--- config.mk ---
export PLATFORM = sky130hd
export DESIGN_NAME = pc_gen
export DESIGN_NICKNAME = d
export VERILOG_FILES = /design/src/rtl/rv32i_pkg.sv /design/src/rtl/pc_gen.sv
export SDC_FILE = /design/constraint.sdc
export NUM_CORES = 1
export LEC_CHECK = 0
export CORE_AREA = 2 2 114 116
export CTS_BUF_LIST = sky130_fd_sc_hd__clkbuf_16
export CTS_CLUSTER_DIAMETER = 60
export DETAILED_ROUTE_END_ITERATION = 12
export DIE_AREA = 0 0 116 118
export PLACE_DENSITY = 0.8
export SKIP_CTS_REPAIR_TIMING = 1
export SYNTH_ARGS = -nofsm -noshare
export SYNTH_HDL_FRONTEND = slang
export SYNTH_SLANG_ARGS = --single-unit
--- constraint.sdc ---
create_clock -name clk -period 3.5 [get_ports clk]
set_input_delay 0.35 -clock clk [delete_from_list [all_inputs] [get_ports clk]]
set_output_delay 0.35 -clock clk [all_outputs]
set_load 0.02 [all_outputs]
--- src/rtl/rv32i_pkg.sv ---
// Shared rv32i core definitions: PC generator state encoding and fetch-address constants.
package rv32i_pkg;

  typedef enum logic [1:0] {
    RESET = 2'd0,
    RUN   = 2'd1,
    HALT  = 2'd2
  } pc_state_e;

  localparam logic [31:0] RESET_PC_DEFAULT = 32'h0000_0000;
  localparam int unsigned INST_ALIGN       = 2;

endpackage

--- src/rtl/pc_gen.sv ---
// Program-counter generator feeding fetch; mirrors fetch's PC register so id_pc/id_valid
// line up with inst, and handles stall replay, redirects and misaligned-target faults.
module pc_gen
  import rv32i_pkg::*;
#(
  parameter logic [31:0] RESET_PC = RESET_PC_DEFAULT
) (
  input  logic        clk,
  input  logic        rst,
  input  logic        stall,
  input  logic        redirect_valid,
  input  logic [31:0] redirect_target,
  output logic [31:0] pc,
  output logic [31:0] id_pc,
  output logic        id_valid,
  output logic        fault,
  output logic [31:0] fault_pc
);

  pc_state_e   state, state_nxt;
  logic [31:0] f_pc, f_pc_nxt;
  logic [31:0] d_pc, d_pc_nxt;
  logic        d_valid, d_valid_nxt;
  logic        fault_nxt;
  logic [31:0] fault_pc_nxt;
  logic        target_aligned;

  assign target_aligned = (redirect_target[INST_ALIGN-1:0] == '0);

  always_comb begin
    pc           = f_pc;
    state_nxt    = state;
    f_pc_nxt     = f_pc;
    d_pc_nxt     = d_pc;
    d_valid_nxt  = d_valid;
    fault_nxt    = fault;
    fault_pc_nxt = fault_pc;
    unique case (state)
      RESET: begin
        pc          = f_pc;
        d_pc_nxt    = RESET_PC;
        f_pc_nxt    = RESET_PC + 32'd4;
        d_valid_nxt = 1'b1;
        state_nxt   = RUN;
      end
      RUN: begin
        if (redirect_valid && target_aligned) begin
          pc          = redirect_target;
          d_pc_nxt    = redirect_target;
          f_pc_nxt    = redirect_target + 32'd4;
          d_valid_nxt = 1'b1;
        end else if (redirect_valid) begin
          // Re-present the current address so fetch does not touch the bad target.
          pc           = d_pc;
          fault_nxt    = 1'b1;
          fault_pc_nxt = redirect_target;
          d_valid_nxt  = 1'b0;
          state_nxt    = HALT;
        end else if (stall) begin
          pc = d_pc;
        end else begin
          pc       = f_pc;
          d_pc_nxt = f_pc;
          f_pc_nxt = f_pc + 32'd4;
        end
      end
      HALT: begin
        pc = d_pc;
      end
      default: begin
        state_nxt = RESET;
      end
    endcase
  end

  always_ff @(posedge clk or negedge rst) begin
    if (!rst) begin
      state    <= RESET;
      f_pc     <= RESET_PC;
      d_pc     <= '0;
      d_valid  <= 1'b0;
      fault    <= 1'b0;
      fault_pc <= '0;
    end else begin
      state    <= state_nxt;
      f_pc     <= f_pc_nxt;
      d_pc     <= d_pc_nxt;
      d_valid  <= d_valid_nxt;
      fault    <= fault_nxt;
      fault_pc <= fault_pc_nxt;
    end
  end

  assign id_pc    = d_pc;
  assign id_valid = d_valid;

endmodule
==> reports/metrics.cfg <==
[placed_design]
globalplace.congestion = 0.9538
dp_hpwl_um = 16460
placed_area_um2 = 8054
port-buffer-count = 133

[clocking]
cts_tree = built
clock_latency_ns = 0.36
cts_num_sinks = 100
clock_path_buffers = 2
root_buffer = clkbuf_16
htree_levels = 3
path_clk_slew_ns = 0.07
cts_buffers = 9

[synth]
synth_edf_count = 0
synth_fp_nets = 799
yosysTopAreaCellShare = 0.3913
synth_area_um2 = 6395
synth-seq-cells = 100
yosys_most_used_dff = dfrtp_1
yosys_warnings = 0
synth_area_leaders = dfrtp_1, a21oi_1, nor2_1
synth_seq_area_share = 0.3913
synth.avg_cell_area_um2 = 8.425
yosysTopAreaCell = dfrtp_1
syn_inst = 759
synth_async_sr_flop_share = 1.000
synth_cell_type_count = 62

[cells_and_area]
insertedDiodeCount = 0
synthToLayoutAreaGrowth_pct = 30.44
multi_input_area_um2 = 3611
drive_gt1_frac = 0.1178
postLayoutCoreUtil = 0.6719
fin_nets = 926
ff_latch_area_um2 = 2502
most-common-layout-cells = clkdlybuf4s50_1, nor2_1, dfrtp_1, a21oi_1, nand2_1
layout_commonest_cell = clkdlybuf4s50_1
n_fill_cell = 1077
fin_area_um2 = 8342

[global_routing]
antenna_found_initial = 0
grtUsageTotal = 0.3513
grt_pass1_wl_um = 37200
globalRouteOverflowTotal = 0
grt_start_max_net_pins = 58
grt_pass1_vias = 6904

[critical_path]
timing.rr.start = f_pc[3]
startpoint = redirect_valid
required_ns = 3.15
arrival_ns = 3.02
crit_path_start_kind = input port
worstSetupPathType = input port to primary output
cp_max_fo = 14
endpoint_kind = primary output

[job]
max_cap_viol_count = 0

[die]
num_rows = 41
coreArea_um2 = 12410
boundaryPins = 134
chipHeight_um = 118
die_w_um = 116
dieArea_um2 = 13690
start_util = 0.5151

[timing]
tightest_slew_ns = 0.8122
grt_setup_unrepaired = no
final.period_utilization = 0.9620
fin_skew_ns = 0.006494
setup-tns-final_ns = 0
relSlewSlack = 0.4586
fin_crit_ns = 3.367
finalSetupViolations = 0
finalHoldViolations = 0
slew_violations = 0
clock.fmax_ghz = 0.2970

[detailed_routing]
num_vias = 6982
avgViaCountPerCell = 6.568
wl_um = 23370
postRouteAntennaNets = 0
drtIter0Drc = 826
dr.pass1.iters = 7
remaining_drc_errors = 0
wire_per_inst_um = 21.98

[min_path]
hp-class = input port to asynchronous set/reset pin

[power]
pwr_density_cell_nw_per_um2 = 928.2
peakVddDrop_v = 0.0007309
p_leak_uw = 0.003509

[run_status]
status = complete, no violations

-- worst max-delay path, cell delays in order --
cell,delay (ns)
clkdlybuf4s50_1,0.57
or3b_2,0.59
nand2_2,0.16
buf_4,0.24
nor2_1,0.06
nor2_1,0.14
a21oi_1,0.07
a21oi_1,0.20
clkdlybuf4s50_1,0.63
-- flip-flops by register name, summed over array words and instances (netlist names) --
register,count
f_pc,32
fault_pc,32
id_pc,32
state,2
fault,1
id_valid,1
-- layer usage --
| layer | GRT usage | up-vias | share of wire |
|---|---|---|---|
| met5 | 0 | - | 0 |
| met4 | 0.2001 | 0 | 0.052 |
| met3 | 0.05819 | 100 | 0.076 |
| met2 | 0.5640 | 446 | 0.48 |
| met1 | 0.4440 | 3377 | 0.39 |
| li1 | - | 3059 | - |
-- cell families (layout without fill, tap and decap cells) --
kind of cell	after synthesis	after routing	synth area share
multiplexers	36	36	0.06241
adder cells (fa/ha/maj)	4	4	0.007827
AO/OA/AOI/OAI	235	235	0.2475
flip-flops	100	100	0.3913
AND/OR/NAND/NOR	293	293	0.2205
buffers and inverters	73	205	0.04578
XOR/XNOR	18	18	0.02465
-- power by group --
group	switching (uW)	internal, uW	total (uW)	leakage (uW)
registers	404	1570	1970	0.00129
clock network	454	544	998	0.000139
logic	2660	2110	4770	0.00208
-- stage by stage --
step | setup slack (ns) | hold slack, ns | total power [uW] | std cells
after floorplan | 0.02942 | 0.05441 | 4548 | 759
after global placement | 0.02612 | 0.4510 | 6649 | 1047
after detailed placement | -0.02812 | 0.4587 | 6729 | 1047
after CTS | 0.1047 | 0.1030 | 7744 | 1063
after global routing | 0.009352 | 0.1239 | 8185 | 1063
final | 0.1330 | 0.05811 | 7743 | 1063
-- synthesized netlist by cell type (4+ instances only) --
library cell	count
a21o_1	33
a21oi_1	79
a22o_1	7
a31oi_1	6
and2_1	7
and3_1	7
and4_1	6
buf_1	7
clkbuf_1	52
dfrtp_1	100
ha_1	4
inv_1	9
mux2_2	31
mux2i_1	5
nand2_1	59
nand3_1	30
nand4_1	21
nor2_1	104
nor3_1	23
nor4_1	12
o211a_1	4
o211ai_1	6
o21a_1	4
o21ai_0	33
o221ai_1	26
o22ai_1	5
or3_1	4
or4_1	5
xnor2_1	13
xor2_1	5
-- worst paths after layout --
kind | cells past startpoint | to | slack [ns]
min in group clk | 1 | fault | 0.47
worst min-delay path | 1 | fault_pc[8] | 0.06
worst max-delay path | 9 | pc[13] | 0.13
worst max register to register | 9 | f_pc[28] | 0.64
worst min register to register | 1 | fault | 0.47
max in group asynchronous | 2 | fault_pc[31] | 2.57
-- cell type report --
class | instances | share of cell area
tap | 172 | 0.02580
timing repair buffer | 180 | 0.2031
clock buffer | 9 | 0.02700
clock inverter | 7 | 0.007200
multi-input combinational | 586 | 0.4329
sequential | 100 | 0.3000
inverter | 9 | 0.004050
No activity file was read; power rests on OpenSTA's default activity.
==> RTL change (same settings) <==
Set the package constant `INST_ALIGN` to 1 (it was 2).
--- a/src/rtl/rv32i_pkg.sv
+++ b/src/rtl/rv32i_pkg.sv
@@ -9,5 +9,5 @@
 
   localparam logic [31:0] RESET_PC_DEFAULT = 32'h0000_0000;
-  localparam int unsigned INST_ALIGN       = 2;
+  localparam int unsigned INST_ALIGN       = 1;
 
 endpackage
Check against the original RTL: not equivalent (Yosys sat finds a counterexample within 4 cycles, from zero or initial values and one cycle with rst low).
==> RTL change against the unedited design <==
Sequential cell count did not move; wire length shrank 12%; power increased by 6.5%; highest routed layer unchanged; clock power is 3.0% lower; register-to-register slack better by 430 ps; via count down 11%; design area decreased by 3.7%; die area stayed put; synthesized area decreased by 2.2%; setup slack better by 89 ps; utilization is 2.5 points lower.
==> RTL change: results (changes against the unedited design) <==
Post-DP HPWL: 14,900 um (-9.7%)
Worst setup startpoint: state[1]
Total sequential power: 2.21 mW (+12%)
Routed WL per cell: 20.6 um (-6.4%)
Fin cells: 1,003 (-5.6%)
Post-Syn Nets: 749 (-6.3%)
Area of the multi-input gates: 3490 sq um (-3.3%)
Reg2reg setup slack: 1070 ps (+430 ps)
Clock Skew: 11.8 ps (+5.28 ps)
Worst setup path endpoint: pc[15]
DRT iter0 DRCs: 851 (+3.0%)
GRT Util Overall: 30.6% (-4.5 points)
Maximum number of pins on one net before global-route repair: 83 (+43%)
Most frequent cells after synthesis: 100 x dfrtp_1, 87 x nor2_1, 80 x a21oi_1
Fill count: 1,073 (-0.37%)
Cell Area, Placed: 7760 sq um (-3.7%)
Clock-cell share: 3.38% (-0.039 points)
Status: complete, no violations
XOR/XNOR Fraction of Synth Area: 3.22% (+0.75 points)
Top cells by area, synth: dfrtp_1 40%, a21oi_1 6.4%, mux2_2 5.9%
Netlist cell types: 67 (+8.1%)
Share of layout cells above drive strength 1: 11.0% (-0.83 points)
Count of plain and timing-repair buffers: 156 (-13%)
Vias in the first global route: 5,869 (-15%)
Register area share after synthesis: 40.0% (+0.86 points)
Mux share of post-synthesis cell area: 9.90% (+3.7 points)
-- RTL change: cell count changes after synthesis, sizes merged, moves of 7 or more --
cell | before | now
xor2 | 5 | 12
nor3 | 23 | 36
nand3 | 30 | 14
o221ai | 26 | 4
nand4 | 21 | 3
nor4 | 12 | 3
clkbuf | 52 | 39
mux2i | 5 | 20
o22ai | 5 | 28
nor2 | 104 | 88
-- RTL change: how the worst min path moves through the flow --
stage	startpoint	end	slack [ps]	cells after the start
3_5_place_dp	fault_pc[0]	fault_pc[0]	480	1
5_1_grt	rst	fault_pc[0]	270	1
4_1_cts	rst	fault_pc[13]	240	1
2_1_floorplan	rst	f_pc[0]	50	0
3_3_place_gp	fault	fault	450	1
6_report	rst	fault_pc[0]	190	1
-- RTL change: layer usage --
metal / vias up / routed length (um) / global-route usage [%]
met5: - / 0 / 0
met4: 0 / 464 / 10.4
met3: 47 / 1730 / 4.99
met2: 329 / 8990 / 43.9
met1: 3035 / 9430 / 46.6
li1: 2819 / - / -
